### config.mk
export PLATFORM = sky130hd
export DESIGN_NAME = fifo_stream_reader
export DESIGN_NICKNAME = d
export VERILOG_FILES = /design/src/rtl/fifo_pkg.sv /design/src/rtl/fifo_skid_buf.sv /design/src/rtl/fifo_stream_reader.sv
export SDC_FILE = /design/constraint.sdc
export NUM_CORES = 1
export LEC_CHECK = 0
export CAP_MARGIN = 20
export CORE_MARGIN = 10
export CORE_UTILIZATION = 47
export CTS_CLUSTER_DIAMETER = 50
export DETAILED_ROUTE_END_ITERATION = 6
export GPL_TIMING_DRIVEN = 0
export PLACE_DENSITY_LB_ADDON = 0.08
export SYNTH_ARGS = -nofsm -noshare
export SYNTH_HDL_FRONTEND = slang
export SYNTH_SLANG_ARGS = --single-unit
### constraint.sdc
create_clock -name clk -period 3.5 [get_ports clk]
set_input_delay 1.05 -clock clk [delete_from_list [all_inputs] [get_ports clk]]
set_output_delay 1.05 -clock clk [all_outputs]
set_load 0.05 [all_outputs]
### src/rtl/fifo_pkg.sv
// Shared definitions for the synchronous FIFO and its read-side stream controller.
package fifo_pkg;

   localparam int DEFAULT_WIDTH = 8;
   localparam int DEFAULT_DEPTH = 16;
   localparam int SKID_DEPTH    = 2;

   typedef enum logic [1:0] {
      IDLE,
      RUN,
      STOP
   } rd_state_e;

endpackage

### src/rtl/fifo_skid_buf.sv
// Two-entry FIFO-ordered skid buffer that catches words returning from the FIFO's read port.
module fifo_skid_buf
   import fifo_pkg::*;
#(
   parameter int WIDTH = DEFAULT_WIDTH
) (
   input  logic             clk,
   input  logic             rst,
   input  logic             push_i,
   input  logic             pop_i,
   input  logic [WIDTH-1:0] data_i,
   output logic [WIDTH-1:0] data_o,
   output logic [1:0]       occupancy_o
);

   logic [WIDTH-1:0] mem_q [SKID_DEPTH];
   logic             head_q, head_d;
   logic             tail_q, tail_d;
   logic [1:0]       occupancy_q, occupancy_d;

   // One-bit pointers wrap naturally at the two-entry depth.
   always_comb begin
      head_d      = head_q;
      tail_d      = tail_q;
      occupancy_d = occupancy_q;
      if (push_i) begin
         tail_d = ~tail_q;
      end
      if (pop_i) begin
         head_d = ~head_q;
      end
      occupancy_d = occupancy_q + 2'(push_i) - 2'(pop_i);
   end

   always_ff @(posedge clk) begin
      if (rst) begin
         for (int i = 0; i < SKID_DEPTH; i++) begin
            mem_q[i] <= '0;
         end
         head_q      <= 1'b0;
         tail_q      <= 1'b0;
         occupancy_q <= 2'd0;
      end else begin
         if (push_i) begin
            mem_q[tail_q] <= data_i;
         end
         head_q      <= head_d;
         tail_q      <= tail_d;
         occupancy_q <= occupancy_d;
      end
   end

   assign data_o      = mem_q[head_q];
   assign occupancy_o = occupancy_q;

endmodule

### src/rtl/fifo_stream_reader.sv
// Read-side controller for synchronous_fifo: issues reads, absorbs the one-cycle read
// latency in a skid buffer and presents the words as a valid/ready stream.
module fifo_stream_reader
   import fifo_pkg::*;
#(
   parameter int WIDTH   = DEFAULT_WIDTH,
   parameter int COUNT_W = 16
) (
   input  logic               clk,
   input  logic               rst,
   input  logic               en,
   output logic               fifo_rd_enb,
   input  logic [WIDTH-1:0]   fifo_data_out,
   input  logic               fifo_empty,
   output logic               m_valid,
   input  logic               m_ready,
   output logic [WIDTH-1:0]   m_data,
   output logic               busy,
   output logic [COUNT_W-1:0] word_count
);

   rd_state_e          state_q, state_d;
   logic               inflight_q;
   logic [COUNT_W-1:0] wordCount_q;
   logic [1:0]         occupancy;
   logic               pop;
   logic [2:0]         slotsClaimed;

   assign pop     = m_valid & m_ready;
   assign m_valid = (occupancy != 2'd0);

   // A read is only issued when its returning word is guaranteed a free slot.
   assign slotsClaimed = {1'b0, occupancy} + {2'b00, inflight_q} - {2'b00, pop};
   assign fifo_rd_enb  = (state_q == RUN) & ~fifo_empty & (slotsClaimed < 3'd2);

   always_comb begin
      state_d = state_q;
      case (state_q)
         IDLE: begin
            if (en) begin
               state_d = RUN;
            end
         end
         RUN: begin
            if (!en) begin
               state_d = STOP;
            end
         end
         STOP: begin
            if (en) begin
               state_d = RUN;
            end else if (!inflight_q && occupancy == 2'd0) begin
               state_d = IDLE;
            end
         end
         default: state_d = IDLE;
      endcase
   end

   always_ff @(posedge clk) begin
      if (rst) begin
         state_q     <= IDLE;
         inflight_q  <= 1'b0;
         wordCount_q <= '0;
      end else begin
         state_q     <= state_d;
         inflight_q  <= fifo_rd_enb;
         wordCount_q <= wordCount_q + COUNT_W'(pop);
      end
   end

   fifo_skid_buf #(
      .WIDTH(WIDTH)
   ) u_skid (
      .clk         (clk),
      .rst         (rst),
      .push_i      (inflight_q),
      .pop_i       (pop),
      .data_i      (fifo_data_out),
      .data_o      (m_data),
      .occupancy_o (occupancy)
   );

   assign busy       = (state_q != IDLE) | inflight_q | (occupancy != 2'd0);
   assign word_count = wordCount_q;

endmodule

==> results of run 1 <==
==> cell families after synthesis <==
| logic type | after synthesis | share of synthesized area (%) |
|---|---|---|
| AO/OA/AOI/OAI | 18 | 6.14 |
| adder cells (fa/ha/maj) | 5 | 3.91 |
| multiplexers | 12 | 7.53 |
| flip-flops | 40 | 53.6 |
| XOR/XNOR | 6 | 2.93 |
| buffers and inverters | 13 | 2.72 |
| AND/OR/NAND/NOR | 67 | 23.2 |
==> layout make-up <==
type                       instances  area share (%)
clock inverter                     2           0.469
timing repair buffer              42            17.3
inverter                           9            1.41
tap                               48            2.50
clock buffer                       6            3.91
sequential                        40            40.0
buffer                             4           0.625
multi-input combinational        108            33.8
==> sequential cells by signal, summed over array words and instances, names as in the netlist, named ones only <==
| signal | cells |
|---|---|
| u_skid.head_q | 1 |
| u_skid.mem_q | 16 |
| u_skid.tail_q | 1 |
| state_q | 2 |
| word_count | 16 |
| inflight_q | 1 |
| u_skid.occupancy_o | 2 |
==> power groups by stage <==
stage                     sequential, mW  combinational, mW  clock [mW]
after floorplan                    0.570              0.337           0
after global placement             0.555              0.488           0
after detailed placement           0.557              0.498           0
after CTS                          0.548              0.534       0.344
after global routing               0.553              0.577       0.363
final                              0.548              0.540       0.340
==> layer usage <==
metal	GRT usage, %	part of all wire [%]	wire length (microns)
met4	6.12	2.6	104
met5	0	0	0
met2	22.3	52	2060
met1	12.2	38	1500
met3	4.80	6.9	273
==> cell usage in the layout, fill, tap and decap left out, types with 3 or more instances in the layout <==
| cell | count |
|---|---|
| a21oi_1 | 7 |
| and2_1 | 16 |
| buf_4 | 3 |
| clkbuf_1 | 3 |
| clkbuf_8 | 5 |
| clkdlybuf4s50_1 | 37 |
| dfxtp_1 | 24 |
| edfxtp_1 | 16 |
| ha_1 | 3 |
| inv_1 | 9 |
| mux2_1 | 3 |
| mux2_2 | 9 |
| nand2_1 | 3 |
| nand3_1 | 5 |
| nor2_1 | 11 |
| nor2b_1 | 8 |
| nor4_1 | 4 |
| o21ai_0 | 3 |
| o31ai_1 | 4 |
| or3_1 | 5 |
| or4_1 | 4 |
| xnor2_1 | 3 |
==> worst reg2reg max path, cell delays in order (launching register included) <==
cell and delay [ns]:
dfxtp_1 0.41, o21a_1 0.17, buf_4 0.11, buf_4 0.09, buf_4 0.11, ha_1 0.18, ha_1 0.26, nand4_4 0.19
nor4_1 0.34, mux2_1 0.35
==> per-stage QoR <==
| stage | setup slack, ns | power, mW |
|---|---|---|
| final | -0.284 | 1.43 |
| after CTS | -0.304 | 1.43 |
| after global placement | -1.27 | 1.04 |
| after floorplan | -0.358 | 0.907 |
| after global routing | -0.335 | 1.49 |
| after detailed placement | -1.28 | 1.05 |
==> how the worst max path moves through the flow <==
stage,endpoint,cells past startpoint,from
after floorplan,fifo_rd_enb,6,m_ready
after global placement,fifo_rd_enb,8,m_ready
after detailed placement,fifo_rd_enb,8,m_ready
after CTS,fifo_rd_enb,9,m_ready
after global routing,fifo_rd_enb,8,m_ready
final,fifo_rd_enb,8,m_ready
==> timing repair <==
item / CTS / global route
pin swaps: 4 / 3
gates resized for setup: 14 / 0
endpoints found under the setup margin: 1 / 1
gates cloned: 0 / 0
buffers inserted: 2 / 1
==> impl_metrics.env, run 1 <==
export IMPL_p_switching_uw=498
export IMPL_grt_max_degree=14
export IMPL_fin_worst_skew_ns=0.00481
export IMPL_crit_arrival_ns=2.73
export IMPL_synth_seq_cells=40
export IMPL_min_from="state_q[0]"
export IMPL_syn_num_nets=179
export IMPL_hold_path_depth=1
export IMPL_cts_root_buf="clkbuf_8"
export IMPL_p_clk_share_pct=23.8
export IMPL_regToRegSetupSlack_ns=1.18
export IMPL_required_ns=2.45
export IMPL_drt_total_wl_mm=3.94
export IMPL_r2r_end="word_count[14]"
export IMPL_rows=22
export IMPL_final_setup_worst_slack_ns=-0.284
export IMPL_die_area_sq_um=6690
export IMPL_syn_area_per_cell_sq_um=11.1
export IMPL_critPathCaptureType="output port"
export IMPL_synth_most_common_cell="dfxtp_1"
export IMPL_portBuffers=39
export IMPL_r2r_start="u_skid.occupancy_o[1]"
export IMPL_synth_top_cells_by_area="dfxtp_1 27%, edfxtp_1 27%, mux2_2 5.6%"
export IMPL_yosys_top_cells_count="24 x dfxtp_1, 16 x and2_1, 16 x edfxtp_1"
export IMPL_dr_pass1_iters=4
export IMPL_setup_violations=1
export IMPL_fmax_mhz=264
export IMPL_ant_nets=0
export IMPL_slew_violations=0
export IMPL_num_antenna_cells=0
export IMPL_post_route_cell_area_sq_um=2400
export IMPL_internal_power_uw=931
export IMPL_min_to="state_q[0]"
export IMPL_synth_cells=161
export IMPL_area_growth_pct=33.9
export IMPL_crit_type="in -> out"
export IMPL_synth_ff_type="dfxtp_1"
export IMPL_place_area_sq_um=2260
export IMPL_crit_path_max_incr_delay_ns=0.47
export IMPL_drt_iter0_markers=124
export IMPL_path_clk_slew_ns=0.07
export IMPL_post_place_cells=248
export IMPL_status="complete, but fails checks"
export IMPL_grt_pass1_vias=1479
export IMPL_worstPathCellList="buf_6 > o21a_1 > ha_1 > inv_1 > ha_2 > fa_2 > nor4_4 > buf_6"
export IMPL_dp_final_hpwl_mm=2.89
export IMPL_synth_top_area_share_pct=26.8
export IMPL_yosys_area_top_type="dfxtp_1"
export IMPL_cp_start_kind="input port"
export IMPL_slew_limit_headroom_pct=42.8
export IMPL_critical_path_buf_inv_count=3
export IMPL_final_hold_violation_count=0
export IMPL_seq_area_sq_um=961
export IMPL_multi_input_area_sq_um=812
export IMPL_vias=1363
export IMPL_synth_edf_count=16
export IMPL_crit_top_cell="buf_6"
export IMPL_ir_drop_v=0.000560
export IMPL_rsz0062_at_grt="yes"
export IMPL_h_tree_depth=2
export IMPL_seq_power_share_pct=38.4
export IMPL_violations="setup timing"
export IMPL_antenna_found_initial=0
export IMPL_ys_seq_area_share_pct=53.6
export IMPL_die_w_microns=81.8
export IMPL_synthArstFlopShare_pct=0
export IMPL_path_delay_family="adder cells"
export IMPL_cts_hold_buf=0
export IMPL_syn_area_sq_um=1790
export IMPL_fin_nets=228
export IMPL_postLayoutCoreUtil_pct=65.1
export IMPL_io_pins=40
export IMPL_cts_buffers_inserted=5
export IMPL_p_leak_nw=0.902
export IMPL_hold_worst_slack_ns=0.482
export IMPL_tns_ns=-0.284
export IMPL_die_h_microns=81.8
export IMPL_grt_ovfl_total=0
export IMPL_wire_per_inst_microns=15.2
export IMPL_clockBufferDepth=2
export IMPL_combPwrFrac_pct=37.8
export IMPL_grt_use_total_pct=12.4
export IMPL_maxCapViolCount=0
export IMPL_grt_pass1_wl_mm=6.45
export IMPL_drive_gt1_share_pct=14.2
export IMPL_n_fill_cell=296
export IMPL_core_sq_um=3690
export IMPL_cts_sinks=40
export IMPL_viasPerCell=5.26
export IMPL_synth_cell_types=32
export IMPL_final_cells=259
export IMPL_cpMaxStageDelayCell="fa_2"
export IMPL_initial_core_util_pct=48.6
export IMPL_drc=0
export IMPL_fin_crit_ns=3.78
export IMPL_place_congestion=0.763
export IMPL_yosys_warnings=0
export IMPL_p_per_area_nw_per_um2=595
export IMPL_max_slew_worst_pin_slew_ns=0.856
export IMPL_r2r_cells=9
export IMPL_fin_crit_sh_pct=108
export IMPL_clk_latency_ns=0.29
export IMPL_cts_tree="built"
export IMPL_p_sw_share_pct=34.8
export IMPL_worstHoldPathType="reg -> reg"
export IMPL_cp_max_fo=2
(Power assumes the default switching activity.)
==> run 2, diff against run 1 <==
- CORE_MARGIN: 10 -> default
- clock period: 3.5 -> 4 ns (I/O delays scaled with it)
==> run 2 against run 1 <==
Against the previous run:
- the run still ends with setup timing left
- highest routed layer unchanged
- first-iteration DRC count shrank 22%
- sequential cell count is the same
- hold slack gained 0.0010 ns
- combinational power shrank 2%
- largest cell class unchanged
- power shrank 10%
==> impl_metrics.env, run 2 (same netlist as run 1, synthesis figures left out) <==
export IMPL_die_area_sq_um=4070
export IMPL_cts_tree="built"
export IMPL_grt_use_total_pct=20.4
export IMPL_cp_start_kind="input port"
export IMPL_worstHoldPathType="reg -> reg"
export IMPL_final_hold_violation_count=0
export IMPL_clk_latency_ns=0.29
export IMPL_rsz0062_at_grt="yes"
export IMPL_layout_commonest_cell="clkdlybuf4s50_1"
export IMPL_cts_buffers_inserted=5
export IMPL_initial_core_util_pct=49.0
export IMPL_wire_per_inst_microns=13.4
export IMPL_grt_ovfl_total=0
export IMPL_ant_nets=0
export IMPL_p_leak_nw=0.957
export IMPL_io_pins=40
export IMPL_drt_iter0_markers=97
export IMPL_fin_worst_skew_ns=0.00820
export IMPL_cpMaxStageDelayCell="fa_2"
export IMPL_final_setup_worst_slack_ns=-0.107
export IMPL_num_antenna_cells=0
export IMPL_violations="setup timing"
export IMPL_h_tree_depth=2
export IMPL_slew_limit_headroom_pct=41.6
export IMPL_tns_ns=-0.107
export IMPL_crit_top_cell="buf_6"
export IMPL_area_growth_pct=37.8
export IMPL_worstPathCellList="buf_6 > o21a_1 > ha_1 > inv_1 > ha_2 > fa_2 > xnor2_2 > nor4_4 > buf_6"
export IMPL_critPathCaptureType="output port"
export IMPL_drt_total_wl_mm=3.61
export IMPL_max_slew_worst_pin_slew_ns=0.874
export IMPL_dr_pass1_iters=4
export IMPL_layout_common_cells="37 x clkdlybuf4s50_1, 24 x dfxtp_1, 16 x and2_1, 16 x edfxtp_1, 14 x buf_4"
export IMPL_fmax_mhz=243
export IMPL_core_sq_um=3660
export IMPL_die_h_microns=63.8
export IMPL_cts_sinks=40
export IMPL_path_clk_slew_ns=0.07
export IMPL_fin_crit_sh_pct=103
export IMPL_required_ns=2.80
export IMPL_drc=0
export IMPL_n_fill_cell=277
export IMPL_grt_max_degree=13
export IMPL_critical_path_buf_inv_count=3
export IMPL_fin_nets=239
export IMPL_grt_pass1_wl_mm=6.28
export IMPL_crit_type="in -> out"
export IMPL_portBuffers=39
export IMPL_ir_drop_v=0.000442
export IMPL_grt_pass1_vias=1389
export IMPL_vias=1395
export IMPL_dp_final_hpwl_mm=2.41
export IMPL_hold_worst_slack_ns=0.483
export IMPL_status="complete, but fails checks"
export IMPL_rows=22
export IMPL_setup_violations=1
export IMPL_place_congestion=0.695
export IMPL_die_w_microns=63.8
export IMPL_clockBufferDepth=2
export IMPL_cp_max_fo=2
export IMPL_fin_crit_ns=4.11
export IMPL_path_delay_family="adder cells"
export IMPL_cts_hold_buf=0
export IMPL_maxCapViolCount=0
export IMPL_p_per_area_nw_per_um2=520
export IMPL_slew_violations=0
export IMPL_cts_root_buf="clkbuf_8"
export IMPL_antenna_found_initial=0
export IMPL_drive_gt1_share_pct=18.5
export IMPL_crit_path_max_incr_delay_ns=0.35
export IMPL_crit_arrival_ns=2.91
export IMPL_viasPerCell=5.17
[run 2: timing repair]
action                                  4_1_cts  5_1_grt
resized for setup                            12        2
pin swaps                                     3        2
buffers inserted                             14        0
endpoints found under the setup margin        1        1
[run 2: area by class of cell]
cell class | instances | area [sq um] | share of cell area [%]
Clock inverter | 2 | 10.0 | 0.405
Tap cell | 48 | 60.1 | 2.43
Clock buffer | 6 | 82.6 | 3.34
Buffer | 4 | 15.0 | 0.607
Inverter | 9 | 33.8 | 1.37
Multi-Input combinational cell | 108 | 812 | 32.8
Timing Repair Buffer | 53 | 498 | 20.1
Sequential cell | 40 | 961 | 38.9
[run 2: per-layer routing]
metal  track usage (%)  part of all wire (%)  wire, microns
met1              24.5                    44           1610
met2              35.4                    52           1870
met3              5.54                   2.9            104
met4              5.97                  0.89             32
met5                 0                     0              0
[run 2: power by group]
| part | internal, mW | switching [mW] |
|---|---|---|
| clock | 0.138 | 0.135 |
| combinational | 0.245 | 0.286 |
| sequential | 0.459 | 0.0221 |
| total | 0.842 | 0.443 |
[run 2: per-stage QoR]
| stage | setup WS [ns] | cells | area, sq um | power, mW | utilization (%) |
|---|---|---|---|---|---|
| floorplan | -0.158 | 161 | 1810 | 0.793 | - |
| finish | -0.107 | 270 | 2470 | 1.28 | 67.5 |
| detailed placement | -1.09 | 248 | 2260 | 0.918 | 61.7 |
| CTS | -0.135 | 270 | 2460 | 1.26 | 67.3 |
| global placement | -1.05 | 248 | 2260 | 0.907 | 61.7 |
| global route | -0.183 | 270 | 2470 | 1.36 | 67.5 |
[run 2: worst paths after layout]
check                              from  cells after the start  slack, ns             end
setup / recovery                m_ready                      9      -0.11     fifo_rd_enb
hold / removal               state_q[0]                      1       0.48      state_q[0]
setup reg to reg  u_skid.occupancy_o[1]                     20       0.62  word_count[14]
hold reg to reg              state_q[0]                      1       0.48      state_q[0]
